`config.mk`:
```
export PLATFORM = sky130hd
export DESIGN_NAME = color_proc_thr
export DESIGN_NICKNAME = d
export VERILOG_FILES = /design/src/rtl/color_proc_thr.sv
export SDC_FILE = /design/constraint.sdc
export NUM_CORES = 1
export LEC_CHECK = 0
export ABC_CLOCK_PERIOD_IN_PS = 3200
export BUFFER_PORTS_ARGS = -buffer_cell sky130_fd_sc_hd__buf_4
export CAP_MARGIN = 5
export CORE_UTILIZATION = 45
export CTS_CLUSTER_SIZE = 16
export DETAILED_ROUTE_END_ITERATION = 7
export GPL_TIMING_DRIVEN = 0
export PLACE_DENSITY = 0.7
export SETUP_SLACK_MARGIN = 0.4
export SLEW_MARGIN = 10
export SYNTH_ARGS = -nofsm -noshare
export SYNTH_HDL_FRONTEND = slang
export SYNTH_SLANG_ARGS = --single-unit
```
`constraint.sdc`:
```
create_clock -name clk -period 3.2 [get_ports clk]
set_input_delay 0.48 -clock clk [delete_from_list [all_inputs] [get_ports clk]]
set_output_delay 0.48 -clock clk [all_outputs]
set_load 0.01 [all_outputs]
```
`src/rtl/color_proc_thr.sv`:
```
// Frame-sequenced colour threshold processor: reads an RGB frame, applies per-channel windows, writes the processed frame.
// Optional bounding-box statistics are compiled in with `define COLOR_PROC_BBOX_EN.
module color_proc_thr #(
    parameter int c_img_cols     = 80,
    parameter int c_img_rows     = 60,
    parameter int c_img_pxls     = c_img_cols * c_img_rows,
    parameter int c_nb_img_pxls  = 13,
    parameter int c_nb_buf_red   = 4,
    parameter int c_nb_buf_green = 4,
    parameter int c_nb_buf_blue  = 4,
    parameter int c_nb_buf       = c_nb_buf_red + c_nb_buf_green + c_nb_buf_blue,
    parameter int c_mem_lat      = 1
) (
    input  logic                     clk,
    input  logic                     rst,
    input  logic                     run,
    input  logic                     proc_ctrl,
    input  logic [2:0]               chan_mask,
    input  logic [c_nb_buf-1:0]      thr_min,
    input  logic [c_nb_buf-1:0]      thr_max,
    input  logic [c_nb_buf-1:0]      orig_pxl,
    output logic [c_nb_img_pxls-1:0] orig_addr,
    output logic                     proc_we,
    output logic [c_nb_buf-1:0]      proc_pxl,
    output logic [c_nb_img_pxls-1:0] proc_addr,
    output logic [1:0]               mode,
    output logic                     busy,
    output logic                     frame_done,
    output logic [c_nb_img_pxls-1:0] match_cnt
`ifdef COLOR_PROC_BBOX_EN
   ,output logic                             bbox_valid,
    output logic [$clog2(c_img_cols)-1:0]    bbox_col_min,
    output logic [$clog2(c_img_cols)-1:0]    bbox_col_max,
    output logic [$clog2(c_img_rows)-1:0]    bbox_row_min,
    output logic [$clog2(c_img_rows)-1:0]    bbox_row_max
`endif
);

    typedef enum logic [1:0] {st_idle, st_run, st_drain} state_t;
    typedef enum logic [1:0] {m_pass = 2'd0, m_keep = 2'd1, m_bin = 2'd2} mode_t;

    localparam logic [c_nb_img_pxls-1:0] last_pxl = c_nb_img_pxls'(c_img_pxls - 1);
    localparam logic [c_nb_img_pxls-1:0] n_pxls   = c_nb_img_pxls'(c_img_pxls);

    state_t                     state, state_nxt;
    mode_t                      act_mode, pend_mode;
    logic                       frame_start;
    logic                       last_wr;
    logic [c_nb_img_pxls-1:0]   cnt;
    logic [c_nb_img_pxls-1:0]   acc;
    logic [2:0]                 mask_q;
    logic [c_nb_buf-1:0]        min_q, max_q;
    logic [2:0]                 ctrl_sync;
    logic                       ctrl_rise;
    logic [c_mem_lat-1:0]       dl_vld;
    logic [c_nb_img_pxls-1:0]   dl_addr [c_mem_lat];
    logic                       px_vld;
    logic [c_nb_img_pxls-1:0]   px_addr;
    logic                       in_r, in_g, in_b, match;
    logic [c_nb_buf-1:0]        pxl_out;

    assign ctrl_rise = ctrl_sync[1] & ~ctrl_sync[2];
    assign last_wr   = proc_we && (proc_addr == last_pxl);
    assign px_vld    = dl_vld[c_mem_lat-1];
    assign px_addr   = dl_addr[c_mem_lat-1];
    assign orig_addr = cnt;
    assign mode      = act_mode;
    assign busy      = (state != st_idle);

    // Unsigned per-channel window tests; an empty window (min > max) can never pass.
    assign in_r = (orig_pxl[c_nb_buf-1 -: c_nb_buf_red] >= min_q[c_nb_buf-1 -: c_nb_buf_red]) &&
                  (orig_pxl[c_nb_buf-1 -: c_nb_buf_red] <= max_q[c_nb_buf-1 -: c_nb_buf_red]);
    assign in_g = (orig_pxl[c_nb_buf_blue +: c_nb_buf_green] >= min_q[c_nb_buf_blue +: c_nb_buf_green]) &&
                  (orig_pxl[c_nb_buf_blue +: c_nb_buf_green] <= max_q[c_nb_buf_blue +: c_nb_buf_green]);
    assign in_b = (orig_pxl[0 +: c_nb_buf_blue] >= min_q[0 +: c_nb_buf_blue]) &&
                  (orig_pxl[0 +: c_nb_buf_blue] <= max_q[0 +: c_nb_buf_blue]);
    assign match = (!mask_q[2] || in_r) && (!mask_q[1] || in_g) && (!mask_q[0] || in_b);

    always_comb begin
        // NOTE: every always_comb output gets a default first so no latch is inferred.
        pxl_out = orig_pxl;
        case (act_mode)
            m_keep:  pxl_out = match ? orig_pxl : '0;
            m_bin:   pxl_out = match ? '1 : '0;
            default: pxl_out = orig_pxl;
        endcase
    end

    always_comb begin
        state_nxt   = state;
        frame_start = 1'b0;
        case (state)
            st_idle: begin
                if (run) begin
                    state_nxt   = st_run;
                    frame_start = 1'b1;
                end
            end
            st_run: begin
                if (cnt == last_pxl) state_nxt = st_drain;
            end
            st_drain: begin
                if (last_wr) begin
                    state_nxt   = run ? st_run : st_idle;
                    frame_start = run;
                end
            end
            default: state_nxt = st_idle;
        endcase
    end

    always_ff @(posedge clk or posedge rst) begin
        if (rst) begin
            state      <= st_idle;
            act_mode   <= m_pass;
            pend_mode  <= m_pass;
            ctrl_sync  <= '0;
            cnt        <= '0;
            acc        <= '0;
            mask_q     <= '0;
            min_q      <= '0;
            max_q      <= '0;
            dl_vld     <= '0;
            proc_we    <= 1'b0;
            proc_pxl   <= '0;
            proc_addr  <= '0;
            frame_done <= 1'b0;
            match_cnt  <= '0;
        end else begin
            // NOTE: sequential state uses non-blocking assignments so every flop samples pre-edge values.
            state     <= state_nxt;
            ctrl_sync <= {ctrl_sync[1:0], proc_ctrl};
            if (ctrl_rise) begin
                case (pend_mode)
                    m_pass:  pend_mode <= m_keep;
                    m_keep:  pend_mode <= m_bin;
                    default: pend_mode <= m_pass;
                endcase
            end

            frame_done <= (state == st_drain) && last_wr;
            if ((state == st_drain) && last_wr) match_cnt <= acc;

            if (frame_start) begin
                act_mode <= pend_mode;
                mask_q   <= chan_mask;
                min_q    <= thr_min;
                max_q    <= thr_max;
                cnt      <= '0;
                acc      <= '0;
            end else begin
                if ((state == st_run) && (cnt != last_pxl)) cnt <= cnt + 1'b1;
                if (px_vld && match && (acc != n_pxls)) acc <= acc + 1'b1;
            end

            dl_vld[0] <= (state == st_run);
            for (int i = 1; i < c_mem_lat; i++) dl_vld[i] <= dl_vld[i-1];

            proc_we <= px_vld;
            if (px_vld) begin
                proc_addr <= px_addr;
                proc_pxl  <= pxl_out;
            end
        end
    end

    // NOTE: the address delay line is left without reset; its entries are only used when qualified by dl_vld.
    always_ff @(posedge clk) begin
        dl_addr[0] <= cnt;
        for (int i = 1; i < c_mem_lat; i++) dl_addr[i] <= dl_addr[i-1];
    end

`ifdef COLOR_PROC_BBOX_EN
    localparam int c_nb_col = $clog2(c_img_cols);
    localparam int c_nb_row = $clog2(c_img_rows);

    logic [c_nb_col-1:0] col, cmin, cmax;
    logic [c_nb_row-1:0] row, rmin, rmax;

    // Row/column of the pixel currently at the processing stage, tracked alongside px_addr.
    always_ff @(posedge clk or posedge rst) begin
        if (rst) begin
            col          <= '0;
            row          <= '0;
            cmin         <= '0;
            cmax         <= '0;
            rmin         <= '0;
            rmax         <= '0;
            bbox_valid   <= 1'b0;
            bbox_col_min <= '0;
            bbox_col_max <= '0;
            bbox_row_min <= '0;
            bbox_row_max <= '0;
        end else begin
            if (frame_start) begin
                col  <= '0;
                row  <= '0;
                cmin <= c_nb_col'(c_img_cols - 1);
                cmax <= '0;
                rmin <= c_nb_row'(c_img_rows - 1);
                rmax <= '0;
            end else if (px_vld) begin
                if (col == c_nb_col'(c_img_cols - 1)) begin
                    col <= '0;
                    row <= row + 1'b1;
                end else begin
                    col <= col + 1'b1;
                end
                if (match) begin
                    if (col < cmin) cmin <= col;
                    if (col > cmax) cmax <= col;
                    if (row < rmin) rmin <= row;
                    if (row > rmax) rmax <= row;
                end
            end
            if ((state == st_drain) && last_wr) begin
                bbox_valid   <= (acc != '0);
                bbox_col_min <= (acc != '0) ? cmin : '0;
                bbox_col_max <= (acc != '0) ? cmax : '0;
                bbox_row_min <= (acc != '0) ? rmin : '0;
                bbox_row_max <= (acc != '0) ? rmax : '0;
            end
        end
    end
`endif

endmodule

```
==> metrics, run 1 <==
run status=finished clean; power density normalized to cell area=815.2 nW/um2; element type at the critical path end=flip-flop; number of nets in the layout=684; max-capacitance violation count=0; TritonCTS clock tree=built; Setup Crit Path Kind=reg2reg; first drt pass iteration count=4; time the final worst path needs with I/O delays and setup=2.467 ns; count of antenna-violating nets left after detailed routing=0; antenna cells=0; layout cells sized above 1=24.80%; Root Driver=sky130_fd_sc_hd__clkbuf_16; I/O Buffers=98; total wirelength of the detailed-routed design=12,450 um; async set-or-reset flop fraction in the synthesized netlist=88.79%; number of levels the H-tree was split into=4; number of buffers added by the clock tree synthesis step=17; Power Total=5.509 mW; global placement routability congestion=0.8520; number of endpoints with negative hold slack in the final report=0; Post-DP HPWL=8778 um; DR DRC count=0; vias after detailed routing=4,084; TritonCTS sink count=116; maximum number of pins on one net before global-route repair=41; area of the core=11,030 um2; vias in the first global route=3,962; Critical Path AT=2.82 ns; Rows=38; Gates resized, CTS repair=0; setup repair after global routing missed its margin=false; Setup TNS Final=0 ns; first-pass GRT wire length=20,190 um; number of flops mapped to enable cells by yosys=0; initial cell density of the core=46.82%; yosys synthesis warning count=0; number of nets produced by synthesis=565; clock-pin slew of the registers on the worst-case setup and hold paths=0.06 ns; number of failing setup endpoints in the final timing report=0; Yosys top cell area share=49.90%; LEAKAGE=3.285 nW; Avg Vias per Cell=5.339; clock latency reported for the late side of the worst-skew pair=0.42 ns; Final period util=77.09%; height of the die=109.1 um; IR drop worst, VDD=0.5987 mV; maximum fanout count along the critical path=10; remaining max-slew budget at the tightest pin=52.79%; CP startpoint kind=flip-flop; required time of the critical path=3.56 ns; number of setup buffers added after CTS=0; Worst Clk Skew=0.007782 ns; I/O pin count=99; cell type with the largest total area after synthesis=sky130_fd_sc_hd__dfrtp_1; pins over their slew limit=0; post-synthesis instance area=5165 um2; top achievable clock speed=405.4 MHz; register area share after synthesis=54.94%; Crit-path slowest cell=sky130_fd_sc_hd__nor4_1; number of antenna violations at the first check in global routing=0; longest individual stage delay on the worst path=0.49 ns; dominant register cell in the synthesized netlist=sky130_fd_sc_hd__dfrtp_1; crit-path cells=ha_1 > nand2b_1 > a211oi_1 > o21ai_1 > nand2_1 > nor4_1 > buf_2 > a221o_1; synthesized area per cell=10.48 um2; area of the die=11,910 um2; slew at the pin closest to its max-slew limit=0.7067 ns; Mapped Cells=493; final global-route overflow total=0; number of violations reported at the end of detailed-routing iteration 0=179; final routed wire length divided by cell count=16.28 um; Max Root-Sink Buffers=2; layout overhead on the synthesized area=30.84%; overall global routing resource usage=23.15%; number of flip-flops and latches in the synthesized netlist=116; Cell variety after synth=42; die outline width=109.1 um; synth top area cells=sky130_fd_sc_hd__dfrtp_1 50%, sky130_fd_sc_hd__nand2_1 7.4%, sky130_fd_sc_hd__ha_1 7.0%; total of hold buffers inserted after clock tree synthesis=0; worst min-delay path category=in2async
[layer usage]
metal  share of wire (%)  wire, um  up-vias  track usage [%]
li1                    -         -     1976                -
met1                  45      5574     1976            28.84
met2                  47      5835      114            36.66
met3                 6.7       829       18            8.308
met4                 1.7       212        0            8.977
met5                   0         0        -                0
[where the power goes]
part           switching (mW)  total (mW)  internal (mW)  leakage, nW
Clock                   0.654        2.03           1.38        0.309
Combinational           0.733        1.37          0.640         1.54
Sequential              0.275        2.10           1.83         1.43
[cell families (layout without fill, tap and decap cells)]
family / count (synthesis) / in the layout / synth area share [%]
XOR/XNOR: 9 / 9 / 1.526
adder cells (fa/ha/maj): 29 / 29 / 7.025
flip-flops: 116 / 116 / 54.94
AO/OA/AOI/OAI: 86 / 86 / 11.05
multiplexers: 16 / 16 / 3.440
AND/OR/NAND/NOR: 188 / 188 / 18.10
buffers and inverters: 49 / 181 / 3.924
[cells in the mapped netlist, drive strengths merged (8+ instances only)]
library cell / number
mux2: 14
inv: 31
clkbuf: 12
or4: 8
xor2: 8
dfxtp: 13
dfrtp: 103
ha: 29
nand4: 16
nand3: 11
a221o: 12
nand2: 102
a21oi: 15
nor2: 14
o31ai: 11
o21ai: 34
[stage by stage]
step / hold WS (ns) / utilization, % / setup WS [ns] / instance area, um2 / instances
final: 0.1692 / 61.26 / 0.7331 / 6758 / 765
after global routing: 0.1539 / 61.26 / 0.4821 / 6758 / 765
after global placement: 0.3433 / 55.12 / 0.5278 / 6080 / 731
after detailed placement: 0.3372 / 55.48 / 0.5145 / 6120 / 733
after CTS: 0.1522 / 61.26 / 0.7522 / 6758 / 765
after floorplan: 0.3312 / - / 0.9817 / 5169 / 493
[final cells by class]
type	instances	area (um2)
Sequential cell	116	2838
Clock buffer	23	488.0
Multi-Input combinational cell	328	2125
Timing Repair Buffer	100	775.7
Fill cell	940	4273
Clock inverter	9	150.1
Tap cell	140	175.2
Buffer	18	86.33
Inverter	31	120.1
[worst max-delay path, delay by kind of cell, from the launching register on]
kind	cells	cell delay (ns)
buffers and inverters	1	0.30
adder cells (fa/ha/maj)	1	0.27
AND/OR/NAND/NOR	3	0.90
AO/OA/AOI/OAI	3	0.56
flip-flops	1	0.38
[registers in the layout (all words and copies together) (netlist names)]
name and flops:
acc 13, dl_addr 13, match_cnt 13, orig_addr 13, proc_addr 13, max_q 12, min_q 12, proc_pxl 12
ctrl_sync 3, mask_q 3, mode 2, pend_mode 2, state 2, dl_vld 1, frame_done 1, proc_we 1
[cells in the final DEF, fill, tap and decap left out, types with 12 or more instances in the layout]
cell type	count
sky130_fd_sc_hd__nand4_1	16
sky130_fd_sc_hd__buf_4	98
sky130_fd_sc_hd__a21oi_1	15
sky130_fd_sc_hd__ha_1	29
sky130_fd_sc_hd__nor2_1	14
sky130_fd_sc_hd__o21ai_0	31
sky130_fd_sc_hd__dfrtp_1	103
sky130_fd_sc_hd__a221o_1	12
sky130_fd_sc_hd__mux2_2	14
sky130_fd_sc_hd__nand2_1	102
sky130_fd_sc_hd__clkbuf_1	14
sky130_fd_sc_hd__dfxtp_1	13
sky130_fd_sc_hd__inv_1	30
sky130_fd_sc_hd__clkbuf_16	17
[path summary, 6_finish.rpt]
check                        startpoint            to  slack (ns)  cells after the start
min in group clk              proc_ctrl  ctrl_sync[0]        0.17                      1
min                                 rst      min_q[6]        0.17                      2
max in group asynchronous           rst  ctrl_sync[1]        2.40                      3
max reg2reg                    min_q[0]   proc_pxl[8]        0.73                      8
min reg2reg                ctrl_sync[0]  ctrl_sync[1]        0.36                      0
max                            min_q[0]   proc_pxl[8]        0.73                      8
No activity file was read; power rests on OpenSTA's default activity.
==> run 2, diff against run 1 <==
ABC_AREA = 1   (was not set)
ABC_CLOCK_PERIOD_IN_PS = 2600   (was 3200)
PLACE_DENSITY = 0.66   (was 0.7)
clock period = 2.6 ns   (was 3.2 ns; I/O delays follow)
==> run 2 against run 1 <==
Net effect:
- die area is 14% higher
- sequential share of layout area is 4.1 points lower
- largest cell class unchanged
- utilization is 2.2 points lower
- area after synthesis is 14% higher
- power is 20% lower
- register-to-register slack worse by 0.04 ns
- clock power is 16% higher
- first-iteration DRC count is 29% higher
- clock skew hardly changed
- hold slack worse by 0.085 ns
- via count is 23% higher
- synthesized cell count is 44% higher
==> metrics, run 2 <==
register area share after synthesis=48.29%; layout overhead on the synthesized area=27.29%; total wirelength of the detailed-routed design=14,060 um; Critical Path AT=2.26 ns; synthesized area per cell=8.277 um2; number of setup buffers added after CTS=0; antenna cells=0; Mapped Cells=710; clock-pin slew of the registers on the worst-case setup and hold paths=0.05 ns; capture point of the critical path=acc[8]; final routed wire length divided by cell count=13.87 um; most frequent standard cell in the layout excluding fill and tap cells=sky130_fd_sc_hd__nand2_1; Rows=41; Yosys top cell area share=43.86%; crit-path cells=inv_1 > ha_1 > nand2_1 > inv_2 > nand3_1 > nand3_1 > nand2_1 > nand2_1 > nand3_1 > nor2_2 > buf_4 > nand3_1 > nand2_1; Crit-path slowest cell=sky130_fd_sc_hd__dfrtp_1; start point of the critical path=min_q[7]; longest individual stage delay on the worst path=0.32 ns; Root Driver=sky130_fd_sc_hd__clkbuf_16; vias in the first global route=4,852; family of cells with the greatest summed delay on the critical path=simple AND/OR/NAND/NOR gates; number of antenna violations at the first check in global routing=0; total of hold buffers inserted after clock tree synthesis=0; maximum number of pins on one net before global-route repair=39; number of buffers added by the clock tree synthesis step=17; Worst Clk Skew=0.008233 ns; required time of the critical path=2.95 ns; power density normalized to cell area=587.6 nW/um2; final global-route overflow total=0; height of the die=116.3 um; DR DRC count=0; IR drop worst, VDD=0.3296 mV; I/O Buffers=98; WP depth=13; sequential standard cell area=2838 um2; TritonCTS clock tree=built; setup repair after global routing missed its margin=false; remaining max-slew budget at the tightest pin=45.99%; element type at the critical path end=flip-flop; number of filler instances in the final layout=1,197; first drt pass iteration count=4; top post-synthesis cells by count=173 x sky130_fd_sc_hd__nand2_1, 104 x sky130_fd_sc_hd__inv_1, 103 x sky130_fd_sc_hd__dfrtp_1; count of antenna-violating nets left after detailed routing=0; post-synthesis instance area=5877 um2; dominant register cell in the synthesized netlist=sky130_fd_sc_hd__dfrtp_1; number of levels the H-tree was split into=4; run status=finished clean; Setup TNS Final=0 ns; max-capacitance violation count=0; Final period util=73.42%; TritonCTS sink count=116; die outline width=116.3 um; worst min-delay path category=in2reg; number of buffers and inverters on the critical path=3; number of nets produced by synthesis=782; area of the core=12,670 um2; Gates resized, CTS repair=0; end of the worst register-to-register path=acc[8]; LEAKAGE=3.881 nW; pins over their slew limit=0; global placement routability congestion=0.8283; synth top area cells=sky130_fd_sc_hd__dfrtp_1 44%, sky130_fd_sc_hd__nand2_1 11%, sky130_fd_sc_hd__inv_1 6.6%; number of violations reported at the end of detailed-routing iteration 0=231; area of combinational cells with multiple inputs=2457 um2; Setup Crit Path Kind=reg2reg; Max Root-Sink Buffers=2; reg-to-reg startpoint=min_q[7]; worst-case register-to-register setup slack=0.69 ns; slew at the pin closest to its max-slew limit=0.8084 ns; yosys synthesis warning count=0; Avg Vias per Cell=4.955; I/O pin count=99; number of endpoints with negative hold slack in the final report=0; most used standard cell by instance count after synthesis=sky130_fd_sc_hd__nand2_1; time the final worst path needs with I/O delays and setup=1.909 ns; Post-DP HPWL=10,310 um; vias after detailed routing=5,024; number of flops mapped to enable cells by yosys=0; initial cell density of the core=46.38%; area of the die=13,520 um2; async set-or-reset flop fraction in the synthesized netlist=88.79%; first-pass GRT wire length=23,670 um; number of failing setup endpoints in the final timing report=0; FF-to-FF path depth=13; maximum fanout count along the critical path=10; non-filler instance count after layout=1,014; overall global routing resource usage=22.97%; number of nets in the layout=901; number of flip-flops and latches in the synthesized netlist=116; Cell variety after synth=32; cell type with the largest total area after synthesis=sky130_fd_sc_hd__dfrtp_1; placed insts=982; CP startpoint kind=flip-flop; highest-count cells in the layout ignoring fill and taps=173 x sky130_fd_sc_hd__nand2_1, 103 x sky130_fd_sc_hd__inv_1, 103 x sky130_fd_sc_hd__dfrtp_1; top achievable clock speed=523.8 MHz; layout cells sized above 1=21.85%; clock latency reported for the late side of the worst-skew pair=0.41 ns
-- run 2: cell types whose count changed in the layout (fill, tap and decap cells not counted), sizes merged, moves of 11 or more --
cell,before,now
o31ai,11,0
nor2,14,42
a21oi,15,37
mux2,14,0
a221o,12,0
o21ai,34,52
nand3,11,52
inv,30,113
nand2,102,176
-- run 2: logic make-up after synthesis --
group                    count (synthesis)  share of synthesized area (%)
buffers and inverters                  141                          9.900
adder cells (fa/ha/maj)                 29                          6.174
AO/OA/AOI/OAI                           97                          9.730
AND/OR/NAND/NOR                        309                          23.23
flip-flops                             116                          48.29
XOR/XNOR                                18                          2.683
-- run 2: area by class of cell --
cell class,instances,share of cell area [%]
plain buffers,28,2.107
clock buffers,19,6.055
clock inverters,13,2.091
inverters,113,5.720
multi-input cells,453,32.85
flip-flops and latches,116,37.93
well taps,172,2.877
repair buffers,100,10.37
-- run 2: where the power goes --
group          switching [mW]  internal, mW  leakage [nW]
registers              0.0103          1.83          1.35
logic                   0.110        0.0853          2.23
clock network           0.812          1.55         0.299
total                   0.933          3.46          3.88
-- run 2: how the worst min path moves through the flow --
stage                      start            to  slack (ns)  cells past startpoint
global route           proc_ctrl  ctrl_sync[0]        0.07                      1
floorplan           ctrl_sync[0]  ctrl_sync[1]        0.33                      0
global placement    ctrl_sync[0]  ctrl_sync[1]        0.34                      0
finish                 proc_ctrl  ctrl_sync[0]        0.08                      1
detailed placement  ctrl_sync[0]  ctrl_sync[1]        0.34                      0
CTS                    proc_ctrl  ctrl_sync[0]        0.07                      1
-- run 2: routing by layer --
layer / part of all wire [%] / vias to the layer above / wire length [um] / track usage (%)
li1: - / 2502 / - / -
met1: 46 / 2399 / 6451 / 30.06
met2: 49 / 111 / 6891 / 37.51
met3: 4.1 / 12 / 579 / 5.241
met4: 0.98 / 0 / 138 / 7.863
met5: 0 / - / 0 / 0
-- run 2: metrics by stage --
stage	setup WS [ns]	instance area (um2)	hold WS (ns)	utilization (%)	power [mW]
after floorplan	0.9612	5881	0.3312	-	1.955
after global placement	0.2848	6832	0.3383	53.92	2.051
after detailed placement	0.5453	6872	0.3449	54.23	2.065
after CTS	0.6955	7481	0.06507	59.04	4.454
after global routing	0.4538	7481	0.06600	59.04	4.564
final	0.6910	7481	0.08454	59.04	4.396
